`src/rtl/alu_pkg.sv`:
```
// alu_pkg: definitions shared by seq_alu, seq_mul and the control unit's decoder.
//   - ALU_* : 3-bit operation codes carried on the ALU select bus.
//   - alu_state_e : handshake FSM state encoding of seq_alu.
//   - ovf_flag : signed-overflow rule shared by add and sub.
package alu_pkg;

  localparam logic [2:0] ALU_ADD = 3'b000;
  localparam logic [2:0] ALU_XOR = 3'b001;
  localparam logic [2:0] ALU_SUB = 3'b010;
  localparam logic [2:0] ALU_MUL = 3'b011;
  localparam logic [2:0] ALU_SLT = 3'b100;
  localparam logic [2:0] ALU_NOR = 3'b101;
  localparam logic [2:0] ALU_AND = 3'b110;
  localparam logic [2:0] ALU_OR  = 3'b111;

  typedef enum logic [1:0] {
    ST_IDLE = 2'd0,
    ST_MUL  = 2'd1,
    ST_DONE = 2'd2
  } alu_state_e;

  // Add overflows when both operands share a sign that the result lost;
  // sub overflows when the operand signs differ and the result left A's sign.
  // In both cases the result sign differs from A's sign.
  function automatic logic ovf_flag(input logic is_sub, input logic a_msb,
                                    input logic b_msb, input logic r_msb);
    logic same_sign;
    same_sign = (a_msb == b_msb);
    return (is_sub ? !same_sign : same_sign) && (r_msb != a_msb);
  endfunction

endpackage

```
`src/rtl/seq_mul.sv`:
```
// seq_mul: unsigned shift-add multiplier, one multiplier bit per cycle.
// Ports:
//   clk, reset      : clock, asynchronous active-high reset
//   start_i         : load operands and begin (honoured only when not busy)
//   a_i, b_i        : multiplicand, multiplier (WIDTH bits)
//   busy_o          : iteration in progress
//   done_o          : the final iteration happens on the coming clock edge
//   product_o       : 2*WIDTH-bit product, valid while done_o is high
// The accumulator holds {partial sum, remaining multiplier bits}; each
// iteration conditionally adds the multiplicand to the upper half and shifts
// the whole register right by one.
module seq_mul
  import alu_pkg::*;
#(
  parameter int unsigned WIDTH = 32
) (
  input  logic                 clk,
  input  logic                 reset,
  input  logic                 start_i,
  input  logic [WIDTH-1:0]     a_i,
  input  logic [WIDTH-1:0]     b_i,
  output logic                 busy_o,
  output logic                 done_o,
  output logic [2*WIDTH-1:0]   product_o
);

  localparam int unsigned CW = $clog2(WIDTH);
  localparam logic [CW-1:0] LAST = CW'(WIDTH - 1);

  logic [CW-1:0]        cnt_q, cnt_d;
  logic                 busy_q, busy_d;
  logic [WIDTH-1:0]     mcand_q, mcand_d;
  logic [2*WIDTH-1:0]   acc_q, acc_d;
  logic [WIDTH:0]       sum;

  always_comb begin
    cnt_d   = cnt_q;
    busy_d  = busy_q;
    mcand_d = mcand_q;
    acc_d   = acc_q;
    sum     = {1'b0, acc_q[2*WIDTH-1:WIDTH]} + (acc_q[0] ? {1'b0, mcand_q} : '0);
    if (start_i && !busy_q) begin
      acc_d   = {{WIDTH{1'b0}}, b_i};
      mcand_d = a_i;
      cnt_d   = '0;
      busy_d  = 1'b1;
    end else if (busy_q) begin
      // carry out of the add becomes the new MSB after the shift
      acc_d = {sum, acc_q[WIDTH-1:1]};
      cnt_d = cnt_q + CW'(1);
      if (cnt_q == LAST) busy_d = 1'b0;
    end
  end

  always_ff @(posedge clk or posedge reset) begin
    if (reset) begin
      cnt_q   <= '0;
      busy_q  <= 1'b0;
      mcand_q <= '0;
      acc_q   <= '0;
    end else begin
      cnt_q   <= cnt_d;
      busy_q  <= busy_d;
      mcand_q <= mcand_d;
      acc_q   <= acc_d;
    end
  end

  assign busy_o    = busy_q;
  assign done_o    = busy_q && (cnt_q == LAST);
  // Next-state view so the caller can register the product on the same edge
  // as the final iteration, without an extra cycle of latency.
  assign product_o = acc_d;

endmodule

```
`src/rtl/seq_alu.sv`:
```
// seq_alu: handshaked, registered 32-bit-style ALU with multi-cycle multiply.
// Optional feature macro: SEQ_ALU_MUL_EN (defined -> seq_mul built and op 011
// multiplies over WIDTH cycles; undefined -> op 011 is a single-cycle op
// returning 0 with zero=1).
// Ports:
//   clk, reset          : clock, asynchronous active-high reset
//   in_valid / in_ready : operand handshake (in_ready high only in IDLE)
//   inp_A, inp_B        : operands (WIDTH bits), select : op code
//   out_valid/out_ready : result handshake (out_valid high only in DONE)
//   out, out_hi         : result / product low half, product high half
//   zero, ovf           : out==0, signed overflow for add/sub
module seq_alu
  import alu_pkg::*;
#(
  parameter int unsigned WIDTH = 32
) (
  input  logic             clk,
  input  logic             reset,
  input  logic             in_valid,
  output logic             in_ready,
  input  logic [WIDTH-1:0] inp_A,
  input  logic [WIDTH-1:0] inp_B,
  input  logic [2:0]       select,
  output logic             out_valid,
  input  logic             out_ready,
  output logic [WIDTH-1:0] out,
  output logic [WIDTH-1:0] out_hi,
  output logic             zero,
  output logic             ovf
);

  alu_state_e       state_q;
  logic [WIDTH-1:0] out_q, out_hi_q;
  logic             zero_q, ovf_q;

  logic [WIDTH-1:0] res_d;
  logic             ovf_d;
  logic [WIDTH-1:0] sum, diff;
  logic             start_mul;

  always_comb begin
    sum   = inp_A + inp_B;
    diff  = inp_A - inp_B;
    res_d = '0;
    ovf_d = 1'b0;
    case (select)
      ALU_ADD: begin
        res_d = sum;
        ovf_d = ovf_flag(1'b0, inp_A[WIDTH-1], inp_B[WIDTH-1], sum[WIDTH-1]);
      end
      ALU_XOR: res_d = inp_A ^ inp_B;
      ALU_SUB: begin
        res_d = diff;
        ovf_d = ovf_flag(1'b1, inp_A[WIDTH-1], inp_B[WIDTH-1], diff[WIDTH-1]);
      end
      ALU_SLT: res_d = {{(WIDTH-1){1'b0}}, ($signed(inp_A) < $signed(inp_B))};
      ALU_NOR: res_d = ~(inp_A | inp_B);
      ALU_AND: res_d = inp_A & inp_B;
      ALU_OR:  res_d = inp_A | inp_B;
      default: res_d = '0;  // ALU_MUL without a multiplier yields 0
    endcase
  end

`ifdef SEQ_ALU_MUL_EN
  logic                 mul_busy, mul_done;
  logic [2*WIDTH-1:0]   mul_prod;

  assign start_mul = (select == ALU_MUL);

  seq_mul #(
    .WIDTH (WIDTH)
  ) u_mul (
    .clk       (clk),
    .reset     (reset),
    .start_i   ((state_q == ST_IDLE) && in_valid && start_mul && !mul_busy),
    .a_i       (inp_A),
    .b_i       (inp_B),
    .busy_o    (mul_busy),
    .done_o    (mul_done),
    .product_o (mul_prod)
  );
`else
  assign start_mul = 1'b0;
`endif

  always_ff @(posedge clk or posedge reset) begin
    if (reset) begin
      state_q  <= ST_IDLE;
      out_q    <= '0;
      out_hi_q <= '0;
      zero_q   <= 1'b1;
      ovf_q    <= 1'b0;
    end else begin
      case (state_q)
        ST_IDLE: begin
          if (in_valid) begin
            if (start_mul) begin
              state_q <= ST_MUL;
            end else begin
              out_q    <= res_d;
              out_hi_q <= '0;
              zero_q   <= (res_d == '0);
              ovf_q    <= ovf_d;
              state_q  <= ST_DONE;
            end
          end
        end
        ST_MUL: begin
`ifdef SEQ_ALU_MUL_EN
          // mul_done marks the edge of the last iteration; mul_prod is the
          // value the accumulator takes on that edge.
          if (mul_done) begin
            out_q    <= mul_prod[WIDTH-1:0];
            out_hi_q <= mul_prod[2*WIDTH-1:WIDTH];
            zero_q   <= (mul_prod[WIDTH-1:0] == '0);
            ovf_q    <= 1'b0;
            state_q  <= ST_DONE;
          end
`else
          state_q <= ST_IDLE;
`endif
        end
        ST_DONE: begin
          if (out_ready) state_q <= ST_IDLE;
        end
        default: state_q <= ST_IDLE;
      endcase
    end
  end

  assign in_ready  = (state_q == ST_IDLE);
  assign out_valid = (state_q == ST_DONE);
  assign out       = out_q;
  assign out_hi    = out_hi_q;
  assign zero      = zero_q;
  assign ovf       = ovf_q;

endmodule

```
`config.mk`:
```
export PLATFORM = sky130hd
export DESIGN_NAME = seq_alu
export DESIGN_NICKNAME = d
export VERILOG_FILES = /design/src/rtl/alu_pkg.sv /design/src/rtl/seq_mul.sv /design/src/rtl/seq_alu.sv
export SDC_FILE = /design/constraint.sdc
export NUM_CORES = 1
export LEC_CHECK = 0
export ABC_AREA = 1
export CORE_AREA = 2 2 87 172
export DETAILED_ROUTE_END_ITERATION = 10
export DIE_AREA = 0 0 89 174
export DONT_BUFFER_PORTS = 1
export GPL_TIMING_DRIVEN = 0
export PLACE_DENSITY = 0.74
export SETUP_SLACK_MARGIN = 0.05
export SLEW_MARGIN = 25
export SYNTH_ARGS = -nofsm -noshare
export SYNTH_HDL_FRONTEND = slang
export SYNTH_SLANG_ARGS = --single-unit
```
`constraint.sdc`:
```
create_clock -name clk -period 3.2 [get_ports clk]
set_input_delay 0.16 -clock clk [delete_from_list [all_inputs] [get_ports clk]]
set_output_delay 0.16 -clock clk [all_outputs]
set_load 0.005 [all_outputs]
```
==> results by group, run 1 <==
Run status
  – Run status: completed

Worst hold path
  – Hold WC Path Type: input port to flip-flop

Clock tree
  – TritonCTS clock tree: yes
  – Number of H-tree levels: 2
  – Maximum clock insertion buffer count: 2
  – Clock Sink Count: 35
  – CTS buffer count: 5
  – CTS clk-pin slew, worst paths: 0.06 ns
  – Number of buffers added for setup after CTS: 0
  – Clk Tree Root Cell: sky130_fd_sc_hd__clkbuf_16
  – Clk Latency, worst-skew pair: 0.28 ns

Logic synthesis
  – Sequential share of the synthesized area: 10.5%
  – Synth area leaders: sky130_fd_sc_hd__nand2_1, sky130_fd_sc_hd__ha_1, sky130_fd_sc_hd__inv_1, sky130_fd_sc_hd__dfrtp_1, sky130_fd_sc_hd__nand3_1
  – Cell area after synthesis: 8330 µm²
  – Number of flip-flops and latches in the synthesized netlist: 35
  – Yosys synthesis warning count: 0
  – Distinct cell type count after synthesis: 45
  – Biggest area consumer among synthesized cells: sky130_fd_sc_hd__nand2_1
  – Share of the synthesized area in the top cell type: 21.5%
  – Gate count of the mapped netlist: 1496
  – Avg Synthesized Cell Area: 5.57 µm²

Place
  – Worst Setup Slack post-DPL: 0.503 ns
  – Detailed Place HPWL: 28.2 mm
  – Number of buffers inserted by port buffering: 0
  – Global placer's final weighted congestion: 1.00
  – Number of cells after detailed placement: 1719

Floorplanning
  – Die span in x: 89 µm
  – Vert. Die Dim: 174 µm
  – Starting Density: 58.4%
  – Standard-cell row count: 62
  – Placeable core region: 14300 µm²
  – Count of pins on the block boundary: 139
  – Total die area: 15500 µm²

Detailed routing
  – # DRC: 0
  – Starting DRC count in detailed routing: 724
  – Number of nets with antenna violations after routing: 0
  – Aggregate routed wire length: 34.0 mm
  – Number of iterations in the first detailed-routing pass: 6
  – Wire per inst: 19.7 µm
  – Total vias in the final route: 9707
  – Post-detailed-route via-to-cell ratio: 5.62

STA
  – Max Clk Rate: 370 MHz
  – Number of setup violations in the final report: 0
  – Remaining max-slew budget at the tightest pin: 32.7%
  – Worst hold-check slack: 0.0858 ns
  – Number of endpoints with negative hold slack in the final report: 0
  – Transition at the pin with the smallest max-transition slack: 1.01 ns
  – Final number of max-transition violations: 0
  – Final clock skew: 0.00349 ns
  – Total negative slack for setup checks: 0 ns
  – Least setup slack across all paths after layout: 0.495 ns
  – Portion of the clock cycle consumed by the worst path in the final layout: 84.5%
  – Post-route minimum period: 2.70 ns
  – RSZ-0062 raised after global routing: no

GRT
  – Global router's overall resource usage: 44.1%
  – Vias in the first global route: 9517
  – Initial antenna violation count: 0
  – Global route overflow: 0
  – First-pass GRT wire length: 50.1 mm
  – Pin count of the biggest net entering global routing: 36

Worst setup path
  – Startpoint type of the worst setup path: input port
  – Crit Path Category: input port to flip-flop
  – Required time of the critical path: 3.43 ns
  – Maximum fanout along the worst path: 10
  – Arr. time, crit path: 2.93 ns
  – Critical Path Sink Type: flip-flop

Flow run
  – Max-capacitance violation count: 0

Final layout
  – Most frequent standard cell in the layout excluding fill and tap cells: sky130_fd_sc_hd__nand2_1
  – Top library cells by usage in the layout, fill and taps aside: sky130_fd_sc_hd__nand2_1, sky130_fd_sc_hd__inv_1, sky130_fd_sc_hd__nor2_1
  – Number of nets at the end of the flow: 1719
  – Fraction of layout instances using a drive strength above 1: 6.97%
  – Count of inserted antenna diode cells: 0
  – Final non-filler cell total: 1728
  – Area Growth Syn to Fin: 6.49%

Pwr
  – Worst supply voltage drop on vdd: 0.296 mV
  – Pwr Density: 294 nW/µm²
  – Static leakage: 5.23 nW
  – Total power: 2.61 mW
kinds of logic (layout without fill, tap and decap cells):
group	count (synthesis)	after routing	synth area share [%]
buffers and inverters	346	355	18.1
other	1	32	0.0450
flip-flops	35	35	10.5
AO/OA/AOI/OAI	173	173	12.9
XOR/XNOR	2	2	0.210
AND/OR/NAND/NOR	826	826	41.1
adder cells (fa/ha/maj)	113	113	17.1
synth_stat cells (all sizes together):
master	instances
dfrtp	34
nand2	478
o21ai	56
nor3	17
buf	70
o21a	1
and2	1
a221oi	22
nand3b	4
clkbuf	9
o211ai	3
a211oi	2
xnor2	1
o21bai	7
o22ai	14
xor2	1
nand4	13
nand2b	1
o221ai	3
a31oi	4
ha	111
and3	1
nand3	137
clkinv	1
inv	266
fa	2
a21o	1
a21oi	60
dfstp	1
conb	1
nor2	171
nor4	3
registers in the layout (all words and copies together) (netlist names):
name and cells:
out 32, ovf 1, zero 1, state_q 1
worst paths after layout:
check	startpoint	end	slack, ns	cells past startpoint
worst max-delay path	select[1]	zero	0.50	11
worst max register to register	state_q[1]	zero	1.32	9
worst min register to register	zero	zero	0.48	2
max in group asynchronous	reset	out[23]	2.27	2
min in group asynchronous	reset	out[4]	0.47	2
worst min-delay path	inp_A[31]	ovf	0.09	3
critical path, stage by stage:
cell and delay (ns):
sky130_fd_sc_hd__buf_4 0.15, sky130_fd_sc_hd__nand3_1 0.22, sky130_fd_sc_hd__clkbuf_1 0.72, sky130_fd_sc_hd__o221ai_1 0.56, sky130_fd_sc_hd__a31oi_1 0.33, sky130_fd_sc_hd__nand4_1 0.15
sky130_fd_sc_hd__nor2_1 0.19, sky130_fd_sc_hd__nand4_1 0.17, sky130_fd_sc_hd__nor2_1 0.14, sky130_fd_sc_hd__nand2_1 0.07, sky130_fd_sc_hd__nand2_1 0.05
report_power, final:
group	internal [mW]	leakage [nW]	total [mW]	switching (mW)
Sequential	0.542	0.444	0.633	0.0911
Combinational	0.419	4.70	1.41	0.989
Clock	0.387	0.0868	0.573	0.185
stage by stage:
stage	area, µm²	utilization [%]
2_1_floorplan	8450	-
3_3_place_gp	8690	60.9
6_report	8870	62.2
5_1_grt	8870	62.2
3_5_place_dp	8690	60.9
4_1_cts	8870	62.2
layout make-up:
type	instances	area, µm²
clock buffer	6	139
tap	192	240
timing repair buffer	1	10.0
fill	1472	5400
clock inverter	2	35.0
inverter	267	1010
multi-input combinational	1146	6060
buffer	79	504
sequential	35	877
what timing repair did:
action	in CTS	in global routing
resized for setup	0	0
hold endpoints to repair	34	0
hold buffers	1	0
endpoints found under the setup margin	0	0
layer usage:
metal  up-vias  share of wire (%)  track usage (%)
li1       4706                  -                -
met1      4313                 30             38.5
met2       471                 49             74.7
met3       217                6.0             8.36
met4         0                 15             49.3
met5         -                  0                0
Power figures use the tool's default switching activity.
==> inputs of run 2 (changes only) <==
Settings changed: ABC_AREA 1 to 0, CORE_AREA 2 2 87 172 to 2 2 85 168, DIE_AREA 0 0 89 174 to 0 0 87 170.
Clock period 3.2 ns to 2.5 ns, I/O delays scaled along.
==> results by group, run 2 <==
Pwr
  – Power share of the combinational group: 62.2%
  – Share of total power in sequential cells: 21.6%
  – Switching power of the nets: 1.90 mW
  – Pwr Density: 408 nW/µm²
  – Switching Fraction: 47.9%
  – Share of power burned in the clock network: 16.2%
  – Static leakage: 4.27 nW
  – Worst supply voltage drop on vdd: 0.428 mV
  – Internal cell power: 2.07 mW
  – Total power: 3.97 mW

Run status
  – Failing checks: negative setup slack
  – Run status: finished with violations

Place
  – Detailed Place HPWL: 27.8 mm
  – Number of cells after detailed placement: 1307
  – Instance area at placement: 8290 µm²
  – Global placer's final weighted congestion: 1.06
  – Number of buffers inserted by port buffering: 0

Detailed routing
  – Starting DRC count in detailed routing: 1005
  – Wire per inst: 28.1 µm
  – Post-detailed-route via-to-cell ratio: 7.23
  – # DRC: 0
  – Number of nets with antenna violations after routing: 0
  – Aggregate routed wire length: 38.0 mm
  – Total vias in the final route: 9789
  – Number of iterations in the first detailed-routing pass: 7

Final layout
  – Area Growth Syn to Fin: 22.9%
  – Flip-flop count of the largest register, all copies and words added: 32
  – Count of inserted antenna diode cells: 0
  – Top library cells by usage in the layout, fill and taps aside: sky130_fd_sc_hd__nand2_1, sky130_fd_sc_hd__ha_1, sky130_fd_sc_hd__inv_1
  – Number of nets at the end of the flow: 1382
  – Most frequent standard cell in the layout excluding fill and tap cells: sky130_fd_sc_hd__nand2_1
  – Number of filler instances in the final layout: 1064
  – Final non-filler cell total: 1354
  – Fraction of layout instances using a drive strength above 1: 22.5%
  – Fin area: 9720 µm²

Logic synthesis
  – Count leader, synth: sky130_fd_sc_hd__ha_1
  – Avg Synthesized Cell Area: 7.06 µm²
  – Sequential share of the synthesized area: 11.1%
  – Synth area leaders: sky130_fd_sc_hd__ha_1, sky130_fd_sc_hd__dfrtp_1, sky130_fd_sc_hd__a21oi_1, sky130_fd_sc_hd__o21ai_0, sky130_fd_sc_hd__nand2_1
  – FFs w/ async S/R, synth: 100%
  – Yosys synthesis warning count: 0
  – Leading post-synthesis cells by instance count: sky130_fd_sc_hd__ha_1, sky130_fd_sc_hd__nand2_1, sky130_fd_sc_hd__inv_1, sky130_fd_sc_hd__nor2_1, sky130_fd_sc_hd__a21oi_1
  – Number of flops mapped to enable cells by yosys: 0
  – Gate count of the mapped netlist: 1121
  – Biggest area consumer among synthesized cells: sky130_fd_sc_hd__ha_1
  – Share of the synthesized area in the top cell type: 17.6%
  – Most common flop cell mapped by yosys: sky130_fd_sc_hd__dfrtp_1
  – Number of flip-flops and latches in the synthesized netlist: 35
  – Distinct cell type count after synthesis: 80
  – Cell area after synthesis: 7910 µm²

Clock tree
  – Number of H-tree levels: 2
  – TritonCTS clock tree: yes
  – Clock Sink Count: 35
  – CTS buffer count: 5
  – Maximum clock insertion buffer count: 2
  – CTS clk-pin slew, worst paths: 0.05 ns
  – Clk Latency, worst-skew pair: 0.28 ns
  – Clk Tree Root Cell: sky130_fd_sc_hd__clkbuf_16

STA
  – Max Clk Rate: 277 MHz
  – Post-route minimum period: 3.61 ns
  – Final clock skew: 0.00329 ns
  – Least setup slack across all paths after layout: -1.11 ns
  – RSZ-0062 raised after global routing: yes
  – Final number of max-transition violations: 0
  – Remaining max-slew budget at the tightest pin: 37.6%
  – Portion of the clock cycle consumed by the worst path in the final layout: 145%
  – Transition at the pin with the smallest max-transition slack: 0.936 ns
  – Number of endpoints with negative hold slack in the final report: 0
  – Number of setup violations in the final report: 17
  – Total negative slack for setup checks: -5.46 ns

Worst setup path
  – Setup slack on the worst flop-to-flop path: -0.78 ns
  – Depth of the worst register-to-register path: 12
  – Required time of the critical path: 2.72 ns
  – Crit Path Category: input port to flip-flop
  – Startpoint of the worst-slack reg-to-reg timing path: state_q[1]
  – Startpoint type of the worst setup path: input port
  – Maximum fanout along the worst path: 3
  – Critical Path Sink Type: flip-flop
  – Reg2reg end: zero
  – Arr. time, crit path: 3.83 ns

Floorplanning
  – Count of pins on the block boundary: 139
  – Placeable core region: 13400 µm²
  – Standard-cell row count: 60
  – Die span in x: 87 µm
  – Total die area: 14800 µm²
  – Vert. Die Dim: 170 µm
  – Starting Density: 58.9%

Flow run
  – Max-capacitance violation count: 0

Worst hold path
  – Hold WC Path Type: input port to flip-flop
  – Hold path start: inp_A[31]
  – Sink of the worst hold path: ovf
  – Hold Path Cell Cnt: 3

GRT
  – Vias in the first global route: 9463
  – Initial antenna violation count: 0
  – Pin count of the biggest net entering global routing: 36
  – Global route overflow: 0
  – First-pass GRT wire length: 54.7 mm
  – Global router's overall resource usage: 49.7%
-- run 2: cell types whose count changed in the layout (fill, tap and decap cells not counted), moves of 14 or more --
cell and delta:
sky130_fd_sc_hd__a21oi_2 +16, sky130_fd_sc_hd__nor2_1 -81, sky130_fd_sc_hd__ha_1 -15, sky130_fd_sc_hd__buf_4 +43, sky130_fd_sc_hd__mux2_2 +14, sky130_fd_sc_hd__nand3_1 -117, sky130_fd_sc_hd__buf_2 -19, sky130_fd_sc_hd__a21o_1 +14
sky130_fd_sc_hd__xnor2_1 +29, sky130_fd_sc_hd__inv_1 -163, sky130_fd_sc_hd__nand2_1 -371, sky130_fd_sc_hd__o21ai_0 +25, sky130_fd_sc_hd__xor2_1 +16
-- run 2: cell type report --
cell class	instances	area (µm²)	share of cell area (%)
Buffer	92	601	6.18
Inverter	100	399	4.11
Tap cell	155	194	1.99
Timing Repair Buffer	45	370	3.81
Clock buffer	8	156	1.61
Sequential cell	35	877	9.02
Multi-Input combinational cell	919	7130	73.3
-- run 2: power by group through the flow --
| stage | Clock [mW] | Sequential [mW] | Combinational, mW |
|---|---|---|---|
| finish | 0.643 | 0.859 | 2.47 |
| global route | 0.667 | 0.867 | 2.57 |
| CTS | 0.637 | 0.854 | 2.19 |
| detailed placement | 0 | 0.862 | 1.88 |
| global placement | 0 | 0.852 | 1.87 |
| floorplan | 0 | 0.814 | 1.35 |
-- run 2: worst max-delay path, cell delays in order --
cell and delay [ns]:
sky130_fd_sc_hd__inv_12 0.02, sky130_fd_sc_hd__ha_4 0.15, sky130_fd_sc_hd__fa_2 0.34, sky130_fd_sc_hd__or2_4 0.26, sky130_fd_sc_hd__a2111oi_4 0.43, sky130_fd_sc_hd__o21ai_0 0.23, sky130_fd_sc_hd__mux2i_1 0.20, sky130_fd_sc_hd__a211oi_1 0.67
sky130_fd_sc_hd__and3_1 0.28, sky130_fd_sc_hd__and4_1 0.20, sky130_fd_sc_hd__and4_1 0.23, sky130_fd_sc_hd__nand4_1 0.12, sky130_fd_sc_hd__nor4_2 0.34, sky130_fd_sc_hd__a32o_2 0.24
-- run 2: stage by stage --
| step | setup WS (ns) | hold WS [ns] | util (%) |
|---|---|---|---|
| detailed placement | -1.64 | 0.149 | 61.7 |
| global route | -1.02 | 0.236 | 72.4 |
| finish | -1.11 | 0.228 | 72.4 |
| CTS | -0.906 | 0.222 | 69.6 |
| floorplan | -0.654 | 0.221 | - |
| global placement | -1.61 | 0.226 | 61.7 |
-- run 2: how the worst max path moves through the flow --
stage | start | to | slack [ns] | cells after the start
after floorplan | inp_A[0] | zero | -0.65 | 14
after global placement | inp_A[0] | zero | -1.61 | 12
after detailed placement | inp_A[0] | zero | -1.64 | 12
after CTS | inp_A[0] | zero | -0.91 | 14
after global routing | inp_A[0] | zero | -1.02 | 14
final | inp_A[0] | zero | -1.11 | 14
-- run 2: per-layer routing --
layer	GRT usage [%]	routed length, µm	vias up
met5	0	0	-
met4	48.7	5140	0
met3	11.6	3180	369
met2	83.9	18300	831
met1	46.8	11400	4480
li1	-	-	4109
-- run 2: cells by family (layout without fill, tap and decap cells) --
kind of cell	count (synthesis)	count (layout)	synth area share (%)
adders and majority gates	113	113	18.1
DFF	35	35	11.1
AOI/OAI and AO/OA	383	383	32.6
and+or+nand+nor	319	319	18.5
muxes	25	25	3.40
other	1	32	0.0474
buffers and inverters	198	245	11.2
xor gates and xnor gates	47	47	5.20
-- run 2: repair_timing --
action | in CTS | in global routing
endpoints found under the setup margin | 25 | 23
hold buffers | 2 | 0
pin swaps | 32 | 14
buffers inserted | 31 | 12
resized for setup | 155 | 78
endpoints found under the hold margin | 35 | 0
==> inputs of run 3 (changes only) <==
Settings changed: ABC_AREA 0 to 1, CORE_AREA 2 2 85 168 to 2 2 87 172, DIE_AREA 0 0 87 170 to 0 0 89 174.
==> results by group, run 3 (same netlist as run 1, synthesis figures left out) <==
Worst setup path
  – Startpoint of the worst-slack reg-to-reg timing path: state_q[1]
  – Cells along the critical path: inv_1 -> ha_1 -> buf_4 -> inv_1 -> nand2_1 -> nand3_1 -> nand2_1 -> nand3_1 -> o21ai_0 -> nand3_2 -> nor2_1 -> nand2_1 -> nor2_1 -> nand2_1 -> nor2_1 -> nand2_1 -> nand2_1
  – Maximum fanout along the worst path: 10
  – Required time of the critical path: 2.72 ns
  – Buffers and inverters on the worst path: 3
  – Critical path depth: 17
  – Reg2reg end: zero
  – Critical Path Most Common Cell: sky130_fd_sc_hd__nand2_1
  – Largest delay share family, worst path: simple AND/OR/NAND/NOR gates
  – Timing startpoint of the critical path: inp_B[2]
  – Startpoint type of the worst setup path: input port
  – Standard cell with the maximum stage delay on the critical path: sky130_fd_sc_hd__ha_1
  – Critical Path Sink: zero
  – Depth of the worst register-to-register path: 9
  – Crit Path Category: input port to flip-flop
  – Arr. time, crit path: 2.49 ns
  – Critical Path Sink Type: flip-flop
  – Setup slack on the worst flop-to-flop path: 0.63 ns
  – Slowest Stage Delay on Critical Path: 0.29 ns

GRT
  – Initial antenna violation count: 0
  – Pin count of the biggest net entering global routing: 36
  – Grt met2 use: 74.7%
  – Global router's overall resource usage: 44.1%
  – Met1 usage: 38.5%
  – Vias in the first global route: 9517
  – First-pass GRT wire length: 50.1 mm
  – Global route overflow: 0
  – GR peak layer: met2
  – Met3 layer usage reported by global route: 8.36%

STA
  – Number of endpoints with negative hold slack in the final report: 0
  – Max Clk Rate: 440 MHz
  – Least setup slack across all paths after layout: 0.228 ns
  – Final number of max-transition violations: 0
  – Transition at the pin with the smallest max-transition slack: 0.746 ns
  – Worst hold-check slack: 0.0547 ns
  – Final clock skew: 0.00398 ns
  – Post-route minimum period: 2.27 ns
  – RSZ-0062 raised after global routing: no
  – Portion of the clock cycle consumed by the worst path in the final layout: 90.9%
  – Number of setup violations in the final report: 0
  – Remaining max-slew budget at the tightest pin: 50.3%

Detailed routing
  – Total vias in the final route: 9734
  – Wire per inst: 19.8 µm
  – Aggregate routed wire length: 34.2 mm
  – Number of nets with antenna violations after routing: 0
  – # DRC: 0
  – Post-detailed-route via-to-cell ratio: 5.63
  – Number of iterations in the first detailed-routing pass: 6
  – Starting DRC count in detailed routing: 779

Pwr
  – Total power: 3.37 mW
  – Static leakage: 5.27 nW
  – Pwr Density: 375 nW/µm²
  – Worst supply voltage drop on vdd: 0.377 mV

Floorplanning
  – Placeable core region: 14300 µm²
  – Count of pins on the block boundary: 139
  – Starting Density: 58.4%
  – Die span in x: 89 µm
  – Total die area: 15500 µm²
  – Standard-cell row count: 62
  – Vert. Die Dim: 174 µm

Flow run
  – Max-capacitance violation count: 0

Final layout
  – Most frequent standard cell in the layout excluding fill and tap cells: sky130_fd_sc_hd__nand2_1
  – Fraction of layout instances using a drive strength above 1: 8.72%
  – Area Growth Syn to Fin: 7.93%
  – Top library cells by usage in the layout, fill and taps aside: sky130_fd_sc_hd__nand2_1, sky130_fd_sc_hd__inv_1, sky130_fd_sc_hd__nor2_1
  – Number of nets at the end of the flow: 1719
  – Fin area: 8990 µm²
  – Flip-flop count of the largest register, all copies and words added: 32
  – Final non-filler cell total: 1729

Clock tree
  – Number of buffers added for setup after CTS: 0
  – TritonCTS clock tree: yes
  – Number of H-tree levels: 2
  – Clock Sink Count: 35
  – CTS clk-pin slew, worst paths: 0.06 ns
  – Clk Tree Root Cell: sky130_fd_sc_hd__clkbuf_16
  – CTS buffer count: 5
  – Maximum clock insertion buffer count: 2
  – Clk Latency, worst-skew pair: 0.28 ns

Place
  – Instance area at placement: 8690 µm²
  – Number of cells after detailed placement: 1719
  – Number of buffers inserted by port buffering: 0
  – Global placer's final weighted congestion: 1.00
  – Worst Setup Slack post-DPL: -0.162 ns
  – Detailed Place HPWL: 28.2 mm

Worst hold path
  – Hold WC Path Type: input port to flip-flop

Run status
  – Run status: completed
[run 3: cell types whose count changed in the layout (fill, tap and decap cells not counted), sizes merged, moves of 18 or more]
cell and delta:
nand3 +122, xnor2 -29, buf -30, nand2 +370, o21ai -38, clkbuf -28, inv +169, a21oi -33
a221oi +18, nor2 +76
[run 3: power breakdown]
part	switching (mW)	total, mW	leakage, nW	internal (mW)
Clock	0.231	0.727	0.0869	0.495
Sequential	0.117	0.810	0.444	0.693
Combinational	1.28	1.83	4.74	0.553
[run 3: cell type report]
type | count | area [µm²]
clock buffers | 6 | 139
repair buffers | 1 | 10.0
plain buffers | 79 | 513
well taps | 192 | 240
multi-input cells | 1146 | 6170
flip-flops and latches | 35 | 877
clock inverters | 2 | 35.0
diodes | 1 | 2.50
inverters | 267 | 1010
fillers | 1457 | 5280
[run 3: how the worst min path moves through the flow]
stage / from / endpoint / slack [ns] / cells past startpoint
finish: inp_A[31] / ovf / 0.05 / 3
global route: out_ready / state_q[1] / 0.06 / 1
CTS: inp_A[31] / ovf / 0.06 / 3
detailed placement: reset / out[2] / 0.15 / 1
global placement: out_ready / state_q[1] / 0.24 / 1
floorplan: out_ready / state_q[1] / 0.23 / 1
[run 3: worst reg2reg max path, delay by kind of cell (launching register included)]
family | cells | cell delay (ns)
buf+inv | 2 | 0.39
flops | 1 | 0.44
simple gates | 7 | 1.00
[run 3: timing repair]
item | 4_1_cts | 5_1_grt
hold endpoints to repair | 34 | 0
gates resized for setup | 0 | 35
endpoints found under the setup margin | 0 | 1
hold buffers | 1 | 0
[run 3: metal layers]
layer	routed length [µm]	share of wire, %
met1	10400	30
met2	16900	50
met3	2030	5.9
met4	4830	14
met5	0	0
[run 3: per-stage QoR]
stage / utilization, % / setup TNS, ns
2_1_floorplan: - / 0
5_1_grt: 63.0 / 0
6_report: 63.0 / 0
3_5_place_dp: 60.9 / -0.162
4_1_cts: 62.2 / 0
3_3_place_gp: 60.9 / -0.0933
